$ cat src/rtl/inst_fetch_buf.sv
// Instruction prefetch buffer: issues sequential word fetches, queues {inst, addr}
// in a DEPTH-entry FIFO for the core, and flushes/restarts on a core redirect.
module inst_fetch_buf #(
  parameter int          DEPTH    = 4,
  parameter logic [31:0] RESET_PC = 32'h0000_0000,
  parameter logic [31:0] NOP_INST = 32'h0000_0013
) (
  input  logic        clk_i,
  input  logic        rst_i,
  input  logic        redirect_i,
  input  logic [31:0] redirect_addr_i,
  output logic        inst_valid_o,
  output logic [31:0] inst_o,
  output logic [31:0] inst_addr_o,
  input  logic        inst_ready_i,
  output logic        mem_req_o,
  output logic [31:0] mem_addr_o,
  input  logic        mem_gnt_i,
  input  logic        mem_rvalid_i,
  input  logic [31:0] mem_rdata_i
);
  localparam int AW = $clog2(DEPTH);
  localparam int CW = $clog2(DEPTH + 1);

  logic [31:0]   r_fetch_pc;
  logic [31:0]   r_data [DEPTH];
  logic [31:0]   r_addr [DEPTH];
  logic [31:0]   r_af   [DEPTH];
  logic [AW-1:0] r_rd_ptr;
  logic [AW-1:0] r_wr_ptr;
  logic [AW-1:0] r_af_rd_ptr;
  logic [AW-1:0] r_af_wr_ptr;
  logic [CW-1:0] r_count;
  logic [CW-1:0] r_inflight;
  logic [CW-1:0] r_drop;

  logic [CW:0]   w_credit;
  logic          w_issue;
  logic          w_resp;
  logic          w_push;
  logic          w_pop;
  logic [1:0]    w_unused_lsb;

  assign w_unused_lsb = redirect_addr_i[1:0];

  // Queued plus in-flight words may never exceed the FIFO size, so a response always has a slot.
  assign w_credit     = {1'b0, r_count} + {1'b0, r_inflight};
  assign mem_req_o    = !redirect_i && (w_credit < (CW+1)'(DEPTH));
  assign mem_addr_o   = r_fetch_pc;
  assign w_issue      = mem_req_o && mem_gnt_i;
  assign w_resp       = mem_rvalid_i && (r_inflight != {CW{1'b0}});
  assign w_push       = w_resp && (r_drop == {CW{1'b0}}) && !redirect_i;
  assign w_pop        = inst_valid_o && inst_ready_i && !redirect_i;

  assign inst_valid_o = (r_count != {CW{1'b0}});
  assign inst_o       = inst_valid_o ? r_data[r_rd_ptr] : NOP_INST;
  assign inst_addr_o  = inst_valid_o ? r_addr[r_rd_ptr] : 32'h0000_0000;

  always_ff @(posedge clk_i or negedge rst_i) begin
    if (!rst_i) begin
      r_fetch_pc <= RESET_PC;
      r_count    <= {CW{1'b0}};
      r_inflight <= {CW{1'b0}};
      r_drop     <= {CW{1'b0}};
      r_rd_ptr   <= {AW{1'b0}};
      r_wr_ptr   <= {AW{1'b0}};
    end else if (redirect_i) begin
      // A response landing in the redirect cycle is already stale and is not counted as a drop.
      r_fetch_pc <= {redirect_addr_i[31:2], 2'b00};
      r_count    <= {CW{1'b0}};
      r_rd_ptr   <= {AW{1'b0}};
      r_wr_ptr   <= {AW{1'b0}};
      r_inflight <= r_inflight - CW'(w_resp);
      r_drop     <= r_inflight - CW'(w_resp);
    end else begin
      r_fetch_pc <= w_issue ? (r_fetch_pc + 32'd4) : r_fetch_pc;
      r_inflight <= r_inflight + CW'(w_issue) - CW'(w_resp);
      r_drop     <= (w_resp && (r_drop != {CW{1'b0}})) ? (r_drop - CW'(1)) : r_drop;
      r_count    <= r_count + CW'(w_push) - CW'(w_pop);
      r_wr_ptr   <= w_push ? (r_wr_ptr + AW'(1)) : r_wr_ptr;
      r_rd_ptr   <= w_pop ? (r_rd_ptr + AW'(1)) : r_rd_ptr;
    end
  end

  // Issued-address FIFO survives redirects so stale responses still retire their entries.
  always_ff @(posedge clk_i or negedge rst_i) begin
    if (!rst_i) begin
      r_af_rd_ptr <= {AW{1'b0}};
      r_af_wr_ptr <= {AW{1'b0}};
      for (int i = 0; i < DEPTH; i++) begin
        r_af[i] <= 32'h0000_0000;
      end
    end else begin
      if (w_issue) begin
        r_af[r_af_wr_ptr] <= r_fetch_pc;
        r_af_wr_ptr       <= r_af_wr_ptr + AW'(1);
      end else begin
        r_af_wr_ptr <= r_af_wr_ptr;
      end
      r_af_rd_ptr <= w_resp ? (r_af_rd_ptr + AW'(1)) : r_af_rd_ptr;
    end
  end

  always_ff @(posedge clk_i or negedge rst_i) begin
    if (!rst_i) begin
      for (int i = 0; i < DEPTH; i++) begin
        r_data[i] <= 32'h0000_0000;
        r_addr[i] <= 32'h0000_0000;
      end
    end else if (w_push) begin
      r_data[r_wr_ptr] <= mem_rdata_i;
      r_addr[r_wr_ptr] <= r_af[r_af_rd_ptr];
    end else begin
      r_data[r_wr_ptr] <= r_data[r_wr_ptr];
    end
  end

endmodule

$ cat config.mk
export PLATFORM = sky130hd
export DESIGN_NAME = inst_fetch_buf
export DESIGN_NICKNAME = d
export VERILOG_FILES = /design/src/rtl/inst_fetch_buf.sv
export SDC_FILE = /design/constraint.sdc
export NUM_CORES = 1
export LEC_CHECK = 0
export BUFFER_PORTS_ARGS = -buffer_cell sky130_fd_sc_hd__buf_2
export CORE_ASPECT_RATIO = 2
export CORE_UTILIZATION = 59
export DETAILED_ROUTE_END_ITERATION = 8
export PLACE_DENSITY = 0.79
export SLEW_MARGIN = 40
export SYNTH_ARGS = -nofsm -noshare
export SYNTH_HDL_FRONTEND = slang
export SYNTH_SLANG_ARGS = --single-unit
$ cat constraint.sdc
create_clock -name clk_i -period 8.85 [get_ports clk_i]
set_clock_uncertainty 0.15 [all_clocks]
set_input_delay 1.77 -clock clk_i [delete_from_list [all_inputs] [get_ports clk_i]]
set_output_delay 1.77 -clock clk_i [all_outputs]
set_load 0.01 [all_outputs]
==> key figures <==
Floorplan
  – Initial core utilization: 0.602
  – Core area: approximately 34,000 µm²
  – Die Span Y: 264 µm
  – Rows: between 90 and 100
  – Die Span X: around 130 µm
  – Boundary Pins: roughly 170
  – Die area: around 35,000 µm²

Power and ir drop
  – Lkg Pwr: about 0.0097 µW
  – PwrDens: 307 nW/µm²
  – Max VDD drop: around 200 µV

Logic synthesis
  – Asr flop ratio synth: 1.00
  – EDFF count, synth: 0
  – Cell area after synthesis: 20,200 µm²
  – Yosys warning count: 0
  – Dominant synthesized flop cell: dfrtp_1
  – Mapped Cells: around 1,500
  – Synth Register Bits: a little over 400
  – Netlist cell types: 44
  – Seq/Total Area, Yosys: 0.513
  – Avg Inst Size Synth: approximately 14 µm²

Drt
  – TritonRoute pass-1 iters: 5
  – Met3 WL post-DR: roughly 1.7 mm
  – Post-Route WL: 43.9 mm
  – DRC: 0
  – Met2 WL: between 20 and 25 mm
  – Top sig layer: met4
  – Via density: slightly above 6
  – Metal-1 WL: 16.4 mm
  – Via count: around 12,000
  – Initial drt markers: ~670
  – Routed Antenna Nets: 0
  – WL/cell: approximately 21 µm

Worst setup path
  – Crit Path Category: flop to output pin
  – CP Launch Type: flop
  – Critical Path RT: roughly 6.9 ns
  – Reg-to-Reg Start: r_inflight[2]
  – CP max FO: 43
  – Crit Reg-Reg Endpoint: r_inflight[2]
  – Crit path DAT: about 3.0 ns
  – Crit-path cells: buf_6 -> mux4_2 -> or2_2 -> buf_2
  – R2r setup slk: around 4.9 ns
  – CP delay by family, top: flip-flops
  – Reg2reg path depth: 12
  – Critical path endpoint category: output pin
  – Crit path max-delay cell type: dfrtp_4
  – Worst path max stage delay: roughly 0.76 ns
  – CP bufs+invs: 2

Clock network
  – Setup Fix Bufs, Post-CTS: 0
  – CTS Buffer Depth: 3
  – Post_cts resized: 0
  – CTS tree: yes
  – CTS Root Cell: clkbuf_16
  – Clock latency on the worst-skew pair: approximately 0.56 ns
  – CTS buffer count: 38
  – Worst-path clk slew: ~0.06 ns
  – CTS Hold Bufs: 0
  – Clock Sink Count: just over 400
  – H-tree depth: 2

STA
  – WHS: about 0.35 ns
  – Fmax: just over 200 MHz
  – Worst slew pin tran: ~0.85 ns
  – Final setup viols: 0
  – Final cycle utilization of the critical path: 0.556
  – Final hold vios: 0
  – Slew Limit Headroom: 0.430
  – Fin Setup TNS: 0 ns
  – Min Clock Period, post-route: between 4 and 5 ns
  – Slew Viols, Final: 0
  – RSZ-0062 raised after global routing: false

Worst hold path
  – Hold path cells: 1
  – WHS Endpoint: r_addr[48]
  – Hold Startpoint: r_addr[48]
  – Hold Crit Class: flop to flop

Placement
  – GP Congestion: 0.819
  – Port-buffer cells: ~160
  – Post-DP HPWL: approximately 28 mm

GRT
  – Vias in the first global route: around 14,000
  – Largest net degree at the start of global routing: about 110
  – Global-route wire length before repair: 72.3 mm
  – Initial antenna violation count: 0
  – GRT Overall Usage: 0.265
  – Congestion Overflow GR: 0

Job
  – Max_cap viols: 0

Cells and area
  – Nets: 1,696
  – Area grow syn2layout: 11.0%
  – N_diodes: 0
  – Layout cells sized above 1: 0.403

Status
  – Status: completed
[cells by family (layout without fill, tap and decap cells)]
group,count (synthesis),after routing,synth area share
DFF,415,415,0.513
other,1,4,0.000185
xor gates and xnor gates,41,41,0.0177
buffers and inverters,136,263,0.0316
and+or+nand+nor,318,318,0.0751
muxes,401,401,0.307
adders and majority gates,21,21,0.0137
AOI/OAI and AO/OA,166,166,0.0419
[metal layers]
| layer | up-vias | GRT usage |
|---|---|---|
| met5 | - | 0 |
| met4 | 0 | 0.0895 |
| met3 | 79 | 0.0248 |
| met2 | 340 | 0.495 |
| met1 | 6445 | 0.316 |
| li1 | 5594 | - |
[area by class of cell]
cell class              count  area [µm²]
well taps                 436         546
repair buffers            179         991
inverters                  20        77.6
fillers                  2400       11200
clock inverters            11         108
flip-flops and latches    415       10400
multi-input cells         951        9280
clock buffers              53        1090
[metrics by stage]
stage                     worst slack (ns)  power [µW]  cell area [µm²]  std cells   util
after detailed placement              3.83        5370            21300       2001  0.633
final                                 3.93        6900            22500       2065  0.668
after global placement                3.89        5220            21200       2000  0.631
after global routing                  3.76        7300            22500       2065  0.668
after CTS                             3.86        6980            22500       2065  0.668
after floorplan                       4.49        4620            20300       1502      -
[state kept, by name, indices dropped and copies added, names as in the netlist]
register,flops
r_data,128
r_addr,120
r_af,120
mem_addr_o,30
r_count,3
r_drop,3
r_inflight,3
r_af_rd_ptr,2
r_af_wr_ptr,2
r_rd_ptr,2
r_wr_ptr,2
[cells in the final DEF (no fill, tap or decap), types with 6 or more instances in the layout]
| cell | Yosys | final |
|---|---|---|
| nand4_1 | 9 | 9 |
| nor2_1 | 140 | 140 |
| mux2i_1 | 6 | 6 |
| dfrtp_1 | 415 | 409 |
| a21oi_1 | 130 | 130 |
| clkbuf_1 | 64 | 7 |
| and2_1 | 63 | 63 |
| and3_1 | 11 | 11 |
| mux2i_4 | 27 | 27 |
| buf_4 | 4 | 14 |
| inv_1 | 18 | 17 |
| buf_2 | 39 | 160 |
| ha_1 | 19 | 15 |
| clkbuf_8 | 0 | 8 |
| nand3_1 | 9 | 9 |
| clkbuf_16 | 0 | 38 |
| xnor2_1 | 26 | 26 |
| mux4_2 | 124 | 124 |
| nand2_1 | 50 | 46 |
| mux2_2 | 242 | 242 |
| nor3_1 | 7 | 7 |
| o21ai_0 | 34 | 34 |
| xor2_1 | 15 | 15 |
| clkinv_2 | 0 | 6 |
| nor4_1 | 12 | 12 |
[cell usage after synthesis (11+ instances only)]
cell / count / area share
nor2_1: 140 / 0.026
xor2_1: 15 / 0.0065
ha_1: 19 / 0.012
mux4_2: 124 / 0.14
dfrtp_1: 415 / 0.51
mux2_2: 242 / 0.13
and2_1: 63 / 0.019
o21ai_0: 34 / 0.0084
xnor2_1: 26 / 0.011
nand2_1: 50 / 0.0093
buf_2: 39 / 0.0096
mux2i_4: 27 / 0.030
clkbuf_1: 64 / 0.012
a21oi_1: 130 / 0.032
inv_1: 18 / 0.0033
nor4_1: 12 / 0.0037
and3_1: 11 / 0.0034
[worst max path at each step]
stage	cells after the start	startpoint	end	slack [ns]
6_report	4	r_rd_ptr[0]	inst_o[4]	3.93
5_1_grt	4	r_rd_ptr[0]	inst_o[4]	3.76
4_1_cts	4	r_rd_ptr[0]	inst_o[4]	3.86
3_5_place_dp	12	redirect_i	r_count[2]	3.83
3_3_place_gp	12	redirect_i	r_count[2]	3.89
2_1_floorplan	3	redirect_i	mem_req_o	4.49
[power by group]
part / leakage, µW / internal [µW] / switching (µW) / total, µW
logic: 0.00417 / 1280 / 1180 / 2450
registers: 0.00493 / 2440 / 417 / 2860
clock network: 0.000589 / 869 / 725 / 1590
No activity file was read; power rests on OpenSTA's default activity.
